`src/rtl/aes_package.sv`:
```
// Shared types and constants for the AES streaming engine controller.
package aes_package;

   localparam int unsigned AES_WORDS_PER_BLOCK = 4;
   localparam int unsigned AES_WORD_W          = 32;
   localparam int unsigned AES_KEY_W           = AES_WORDS_PER_BLOCK * AES_WORD_W;

   typedef struct packed {
      logic clear;
      logic enable;
   } ctrl_engine_t;

   typedef struct packed {
      logic busy;
      logic done;
   } flags_engine_t;

   typedef enum logic [2:0] {
      AES_IDLE,
      AES_CLEAR,
      AES_RUN,
      AES_DRAIN,
      AES_DONE
   } aes_ctrl_state_e;

endpackage

```
`src/rtl/aes_key_feeder.sv`:
```
// Holds the latched AES key and streams it one 32-bit word per handshake,
// cycling through the key words while enabled.
module aes_key_feeder
   import aes_package::*;
(
   input  logic                  clk_i,
   input  logic                  rst_ni,
   input  logic                  load_i,
   input  logic [AES_KEY_W-1:0]  key_i,
   input  logic                  idx_clr_i,
   input  logic                  enable_i,
   input  logic                  key_ready_i,
   output logic                  key_valid_o,
   output logic [AES_WORD_W-1:0] key_data_o
);

   localparam int unsigned IDX_W = $clog2(AES_WORDS_PER_BLOCK);

   logic [AES_KEY_W-1:0]  key_q;
   logic [IDX_W-1:0]      idx_q;
   logic [AES_WORD_W-1:0] key_word;

   always_ff @(posedge clk_i or negedge rst_ni) begin
      if (!rst_ni) begin
         key_q <= '0;
         idx_q <= '0;
      end else begin
         if (load_i) key_q <= key_i;
         if (idx_clr_i) begin
            idx_q <= '0;
         end else if (enable_i && key_ready_i) begin
            idx_q <= idx_q + IDX_W'(1);
         end
      end
   end

   // Word 0 is the most significant word of the key.
   always_comb begin
      key_word = '0;
      for (int unsigned w = 0; w < AES_WORDS_PER_BLOCK; w++) begin
         if (idx_q == IDX_W'(w)) key_word = key_q[AES_KEY_W-1-w*AES_WORD_W -: AES_WORD_W];
      end
   end

   assign key_valid_o = enable_i;
   assign key_data_o  = enable_i ? key_word : '0;

endmodule

```
`src/rtl/aes_stream_ctrl.sv`:
```
// Sequences one AES job: clears the engine, streams the key once per block
// and tracks the engine's output handshakes until the job is complete.
module aes_stream_ctrl
   import aes_package::*;
#(
   parameter int unsigned CNT_WIDTH = 16
) (
   input  logic                  clk_i,
   input  logic                  rst_ni,
   input  logic                  clear_i,
   input  logic                  start_i,
   input  logic [CNT_WIDTH-1:0]  n_blocks_i,
   input  logic [AES_KEY_W-1:0]  key_i,
   output logic                  key_valid_o,
   input  logic                  key_ready_i,
   output logic [AES_WORD_W-1:0] key_data_o,
   input  logic                  out_valid_i,
   input  logic                  out_ready_i,
   output logic                  eng_clear_o,
   output logic                  eng_enable_o,
   output logic                  busy_o,
   output logic                  done_o,
   output logic [CNT_WIDTH-1:0]  blk_cnt_o
);

   localparam int unsigned WCNT_W = CNT_WIDTH + 2;

   aes_ctrl_state_e      state_q, state_d;
   logic [CNT_WIDTH-1:0] n_q, n_d;
   logic [WCNT_W-1:0]    key_cnt_q, key_cnt_d;
   logic [WCNT_W-1:0]    out_cnt_q, out_cnt_d;
   logic [WCNT_W-1:0]    total_words;
   logic                 key_load, key_idx_clr, key_en;
   logic                 key_hs, out_hs;
   ctrl_engine_t         eng_ctrl;
   flags_engine_t        flags;

   assign total_words = {n_q, 2'b00};
   assign key_hs      = key_valid_o & key_ready_i;
   assign out_hs      = out_valid_i & out_ready_i;

   always_ff @(posedge clk_i or negedge rst_ni) begin
      if (!rst_ni) begin
         state_q   <= AES_IDLE;
         n_q       <= '0;
         key_cnt_q <= '0;
         out_cnt_q <= '0;
      end else begin
         state_q   <= state_d;
         n_q       <= n_d;
         key_cnt_q <= key_cnt_d;
         out_cnt_q <= out_cnt_d;
      end
   end

   always_comb begin
      state_d     = state_q;
      n_d         = n_q;
      key_cnt_d   = key_cnt_q;
      out_cnt_d   = out_cnt_q;
      key_load    = 1'b0;
      key_idx_clr = 1'b0;
      key_en      = 1'b0;
      eng_ctrl    = '0;
      flags       = '0;

      case (state_q)
         AES_IDLE: begin
            if (start_i) begin
               if (n_blocks_i != '0) begin
                  n_d      = n_blocks_i;
                  key_load = 1'b1;
                  state_d  = AES_CLEAR;
               end else begin
                  state_d  = AES_DONE;
               end
            end
         end
         AES_CLEAR: begin
            eng_ctrl.clear  = 1'b1;
            eng_ctrl.enable = 1'b1;
            key_cnt_d       = '0;
            out_cnt_d       = '0;
            key_idx_clr     = 1'b1;
            state_d         = AES_RUN;
         end
         AES_RUN: begin
            eng_ctrl.enable = 1'b1;
            key_en          = 1'b1;
            if (key_hs) begin
               key_cnt_d = key_cnt_q + WCNT_W'(1);
               if (key_cnt_q + WCNT_W'(1) == total_words) state_d = AES_DRAIN;
            end
            if (out_hs && out_cnt_q != total_words) out_cnt_d = out_cnt_q + WCNT_W'(1);
         end
         AES_DRAIN: begin
            eng_ctrl.enable = 1'b1;
            if (out_hs && out_cnt_q != total_words) out_cnt_d = out_cnt_q + WCNT_W'(1);
            if (out_cnt_q == total_words) state_d = AES_DONE;
         end
         AES_DONE: begin
            flags.done = 1'b1;
            state_d    = AES_IDLE;
         end
         default: state_d = AES_IDLE;
      endcase

      flags.busy = (state_q != AES_IDLE);

      // Soft clear overrides everything, including a pending start or done.
      if (clear_i) begin
         state_d        = AES_IDLE;
         key_cnt_d      = '0;
         out_cnt_d      = '0;
         key_load       = 1'b0;
         key_idx_clr    = 1'b1;
         eng_ctrl.clear = 1'b1;
         flags.done     = 1'b0;
      end
   end

   aes_key_feeder u_key_feeder (
      .clk_i       (clk_i),
      .rst_ni      (rst_ni),
      .load_i      (key_load),
      .key_i       (key_i),
      .idx_clr_i   (key_idx_clr),
      .enable_i    (key_en),
      .key_ready_i (key_ready_i),
      .key_valid_o (key_valid_o),
      .key_data_o  (key_data_o)
   );

   // The pass-through clear is held low while the controller is in reset.
   assign eng_clear_o  = eng_ctrl.clear & rst_ni;
   assign eng_enable_o = eng_ctrl.enable;
   assign busy_o       = flags.busy;
   assign done_o       = flags.done;
   assign blk_cnt_o    = out_cnt_q[WCNT_W-1:2];

endmodule

```
`config.mk`:
```
export PLATFORM = sky130hd
export DESIGN_NAME = aes_stream_ctrl
export DESIGN_NICKNAME = d
export VERILOG_FILES = /design/src/rtl/aes_package.sv /design/src/rtl/aes_key_feeder.sv /design/src/rtl/aes_stream_ctrl.sv
export SDC_FILE = /design/constraint.sdc
export NUM_CORES = 1
export LEC_CHECK = 0
export CAP_MARGIN = 30
export CORE_MARGIN = 1.5
export CORE_UTILIZATION = 40
export DETAILED_ROUTE_END_ITERATION = 8
export HOLD_SLACK_MARGIN = 0.03
export PLACE_DENSITY = 0.73
export RECOVER_POWER = 50
export SLEW_MARGIN = 20
export SYNTH_ARGS = -nofsm -noshare
export SYNTH_HDL_FRONTEND = slang
export SYNTH_SLANG_ARGS = --single-unit
```
`constraint.sdc`:
```
create_clock -name clk_i -period 2.6 [get_ports clk_i]
set_clock_uncertainty 0.05 [all_clocks]
set_input_delay 0.52 -clock clk_i [delete_from_list [all_inputs] [get_ports clk_i]]
set_output_delay 0.52 -clock clk_i [all_outputs]
set_load 0.01 [all_outputs]
```
# [Word-level counts from Yosys, hierarchy flattened]
# Cells that the tools add are included.
[classes] n_addsub=3 eq_ne=15 mux=30 bitwise=3 reduce_logical=15
[op_table] op="$mux 32" n=5
[op_table] op="$mux 18" n=4
[op_table] op="$pmux 18 s2" n=2
[op_table] op="$add 18x1->18 const B" n=2
[op_table] op="$eq 18x18->1" n=2
[op_table] op="$mux 3" n=6
[op_table] op="$ne 18x18->1" n=1
[op_table] op="$reduce_bool 16->1" n=1
[op_table] op="$ne 3x3->1 const B" n=4
[op_table] op="$pmux 3 s4" n=1
[op_table] op="$mux 1" n=10
[op_table] op="$reduce_bool 3->1" n=3
[op_table] op="$eq 3x2->1 const B" n=2
[op_table] op="$eq 2x2->1 const B" n=2
[op_table] op="$mux 2" n=2
[op_table] op="$reduce_and 2->1" n=2
[op_table] op="$reduce_and 4->1" n=1
[op_table] op="$and 1x1->1" n=3
[op_table] op="$eq 3x1->1 const B" n=1
[op_table] op="$eq 3x3->1 const B" n=1
[op_table] op="$logic_not 3->1" n=1
[op_table] op="$ne 3x1->1 const B" n=1
[op_table] op="$reduce_and 3->1" n=1
[op_table] op="$reduce_or 3->1" n=1
[op_table] op="other kinds (6)" n=7
[totals] register_bits=185 input_bits=151 word_cells=72

# [Depth between registers and ports, before layout]
[logic_depth] ltp_word=6 depth_mapped=11 mapped_depth_nobuf=8

# [Cells and area by module]
# A second synthesis with hierarchy kept.
[hier_totals] cells_unflattened=816 area_unflattened_um2=9526.6
[by_module_without_submodules] module="aes_key_feeder" n_inst=1 cells_per_inst=439 area_per_inst_um2=6054.6 seq_area_each_um2=3253.1
[by_module_without_submodules] module="aes_stream_ctrl" n_inst=1 cells_per_inst=377 area_per_inst_um2=3472.1 seq_area_each_um2=1376.3

# [Least setup slack after synthesis]
# Ideal clock, no wire load.
[synth_path] kind="input-to-reg" start="input port n_blocks_i[2]" end="register u_key_feeder.key_q[100]" setup_ns=0.125 t_arrival_ns=2.048 required_ns=2.425 slack_ns=0.378 cell_stages=7 path_buffers=2 cell_sequence="nor4_1 -> nand4_1 -> nor2b_1 -> nand2_1 -> clkbuf_1 -> buf_2 -> mux2_2"
[synth_between] elab_chain_cells=5
[synth_rtl] item="start: declaration" line="aes_stream_ctrl.sv:12" rtl="input logic [CNT_WIDTH-1:0] n_blocks_i,"
[synth_rtl] item="$reduce_bool 16->1" line="aes_stream_ctrl.sv:70" rtl="if (n_blocks_i != '0) begin"
[synth_rtl] item="$mux 1" line="aes_stream_ctrl.sv:70"
[synth_rtl] item="$mux 1" line="aes_stream_ctrl.sv:69" rtl="if (start_i) begin"
[synth_rtl] item="$mux 1" line="aes_stream_ctrl.sv:67" rtl="case (state_q)"
[synth_rtl] item="$mux 1" line="aes_stream_ctrl.sv:111" rtl="if (clear_i) begin"
[synth_rtl] item="end signal: assignment" line="aes_key_feeder.sv:28" rtl="if (load_i) key_q <= key_i;"
[synth_rtl] item="end: declaration" line="aes_key_feeder.sv:19" rtl="logic [AES_KEY_W-1:0] key_q;"
# No other way between the ends.
# A chain may end at the register's enable or synchronous reset.

# [Final worst setup path]
[layout_path] start="register u_key_feeder.idx_q[0]" end="output port key_data_o[10]"
[layout_between] elab_chain_cells=6 word_cells_on_any_way=9 cone_classes="eq/ne (3); mux (5); reduce/logical (1)"
[layout_rtl] item="start: declaration" line="aes_key_feeder.sv:20" rtl="logic [IDX_W-1:0] idx_q;"
[layout_rtl] item="start signal: assignment" line="aes_key_feeder.sv:32" rtl="idx_q <= idx_q + IDX_W'(1);"
[layout_rtl] item="$logic_not 2->1" line="aes_key_feeder.sv:41" rtl="if (idx_q == IDX_W'(w)) key_word = key_q[AES_KEY_W-1-w*AES_WORD_W -: AES_WORD_W];"
[layout_rtl] item="$mux 32 (3 in series)" line="aes_key_feeder.sv:41"
[layout_rtl] item="$mux 32 *" line="aes_key_feeder.sv:41"
[layout_rtl] item="$mux 32 *" line="aes_key_feeder.sv:46" rtl="assign key_data_o = enable_i ? key_word : '0;"
[layout_rtl] item="end: declaration" line="aes_stream_ctrl.sv:16" rtl="output logic [AES_WORD_W-1:0] key_data_o,"
# Mark *: on every way between the ends. The rest lies on a longest branch, timed or not.

==> metrics.csv <==
metric;value;unit
IO Count;204;
Core ar.;23500;um^2
CTS tree;built;
fmax;0.368;GHz
Hold Crit Class;reg2reg;
total number of vias;8022;
Die ar.;25100;um^2
Area Growth Syn to Fin;38.4;%
Arrival @ worst endpoint;2150;ps
Remaining DRCs;0;
hold depth;1;
LEAKAGE;5.60;nW
Die Span Y;158;um
cts hold-fix bufs;0;
pin count of the biggest net entering global routing;68;
most frequent cell on the critical path;buf_6;
share of layout cells above drive strength 1;30.9;%
first-pass GRT wire length;41500;um
cts bufs inserted;17;
most frequent cells in the layout;dfrtp_1, clkdlybuf4s50_1, mux2_2;
Tot Pwr;8.26;mW
Tcrit/Tclk final;105;%
dpl ws;-166;ps
nets;1318;
IO Port Bufs;203;
CP max FO;8;
FP Rows;56;
WL/cell;18.1;um
Fillers;1986;
synthesized area;9640;um^2
Total Wirelength;27100;um
initial core utilization;41.0;%
worst hold slack;457;ps
critical hold path startpoint;u_key_feeder.key_q[13];
Post-synth EDFFs;0;
r2r worst-path depth;8;
Synth Flop Type;dfrtp_1;
failing checks;setup timing;
Max clock buf depth;2;
CTS sink cnt;185;
Worst Path Required;2030;ps
count of final setup violators;21;
Reg2Reg Launch Point;n_q[7];
status;finished with violations;
most common cell after layout, fill and taps aside;dfrtp_1;
width of the die;158;um
ANT nets after route;0;
GPL Wtd Cong;0.910;
CP Launch Type;flop;
multi-input logic area;4830;um^2
Bufs and invs on worst path;4;
Post-synth ARST share;100;%
Worst-Skew Late Latency;430;ps
DP Area;12300;um^2
RSZ-0062 raised after global routing;true;
CP Capture Type;output port;
power per cell area;619;nW/um^2
area occupied by registers;4630;um^2
post-DR vias/cell;5.37;
1st-iter DRT viols;400;
Worst R2R End;out_cnt_q[8];
Yosys warnings;0;
final instance area;13300;um^2
Mapped Cells;929;
post-route setup slack;-118;ps
Crit Path Class;reg2out;
Congestion Overflow GR;0;
maximum level of the CTS H-tree;4;
Slew @ Worst Pin;1140;ps
max incr delay on CP;410;ps
Hold Crit Endpoint;u_key_feeder.key_q[13];
Worst path top cell family by delay;buffers and inverters;
max_cap viols;0;
flop2flop setup slack;160;ps
CTS root buf;clkbuf_16;
Seq/Total Area, Yosys;48.0;%
synthesized flop and latch total;185;
syn nets;1087;
setup_tns;-987;ps
Min Clock Period, post-route;2720;ps
Slew headroom;24.1;%
number of global-route vias before repair;7845;
Cell variety after synth;58;
Worst-path clk slew;70;ps
crit path cell chain;inv_2 > buf_6 > ha_4 > buf_6 > nand2_1 > nor2_2 > a21oi_2 > o21ai_2 > mux2i_1 > nor2_1 > buf_2;
initial antenna violation count;0;
Global Route Usage Sum;21.6;%
slowest CP cell;dfrtp_1;
worst vdd rail ir drop;0.353;mV
Max Slew Vio Count;0;
TritonRoute pass-1 iters;5;
Syn Area/Cell;10.4;um^2
hpwl dp;18500;um
final hold viol count;0;
metrics by stage:
stage | utilization, % | std cells
global placement | 52.4 | 1439
detailed placement | 52.4 | 1439
CTS | 56.1 | 1486
floorplan | - | 929
global route | 56.7 | 1492
finish | 56.7 | 1493
cells in the mapped netlist (all sizes together) (2+ instances only):
master   count  area (um^2)
nand3       17         90.1
xnor2       30          263
o21ai       73          365
nand4       10         62.6
nand3b       2         15.0
o211ai       3         22.5
nor2       101          379
dfrtp      185         4630
inv          9         33.8
clkbuf      27          101
o41ai        3         26.3
a21oi       42          225
o21a         2         15.0
nor2b        3         18.8
a2111oi      2         23.8
nor3         9         56.3
xor2        16          140
buf         46          270
mux2i       32          320
nor4        14          100
and2         3         18.8
nand2b       2         12.5
nor4b        4         35.0
a31oi        6         37.5
o31ai        9         67.6
or4          3         26.3
and4         2         17.5
ha           7         87.6
nand2       95          362
mux2       144         1620
and3        15         95.1
or2          2         12.5
sequential cells by signal, indices dropped and copies added (netlist names):
name / count
u_key_feeder.idx_q: 2
state_q: 3
key_cnt_q: 18
out_cnt_q: 18
n_q: 16
u_key_feeder.key_q: 128
final cells by class:
type | count | area share (%)
antenna | 1 | 0.0187
timing repair buffer | 285 | 21.3
multi-input combinational | 662 | 36.2
inverter | 9 | 0.253
clock buffer | 18 | 3.29
sequential | 185 | 34.7
clock inverter | 14 | 1.32
tap | 319 | 2.99
layer usage:
metal  vias to the layer above  GRT usage, %  routed length (um)
met1                      3969          27.9               11200
met4                         0          6.81                 493
met5                         -             0                   0
met3                        32          3.86                1830
li1                       3727             -                   -
met2                       294          36.7               13500
worst reg2reg max path: stages (launching register included):
cell     delay [ps]
dfrtp_1         480
xor2_1          180
nor4_1          310
nand2_1         150
or4_4           590
a21oi_4         220
buf_4           190
o21ai_1          80
o41ai_1          80
how the worst max path moves through the flow:
stage	startpoint	end	cells past startpoint
after CTS	u_key_feeder.idx_q[0]	key_data_o[11]	10
after global placement	n_blocks_i[2]	u_key_feeder.key_q[26]	7
after global routing	u_key_feeder.idx_q[0]	key_data_o[10]	11
after floorplan	n_blocks_i[2]	u_key_feeder.key_q[100]	7
after detailed placement	n_blocks_i[2]	u_key_feeder.key_q[89]	7
final	u_key_feeder.idx_q[0]	key_data_o[10]	11
report_power, final:
part           internal (mW)  switching [mW]
clock                   1.41            1.28
sequential              3.39           0.372
combinational           1.04           0.757
repair_timing:
| item | in CTS | in global routing |
|---|---|---|
| gates cloned | 6 | 2 |
| pin swaps | 8 | 51 |
| setup endpoints to repair | 34 | 34 |
| resized for setup | 177 | 63 |
| setup buffers | 9 | 4 |
logic make-up after synthesis:
logic type / after synthesis / share of synthesized area [%]
AOI/OAI and AO/OA: 149 / 8.93
xor gates and xnor gates: 46 / 4.18
adders and majority gates: 7 / 0.908
buffers and inverters: 82 / 4.20
DFF: 185 / 48.0
muxes: 176 / 20.1
and+or+nand+nor: 284 / 13.6
(Power assumes the default switching activity.)
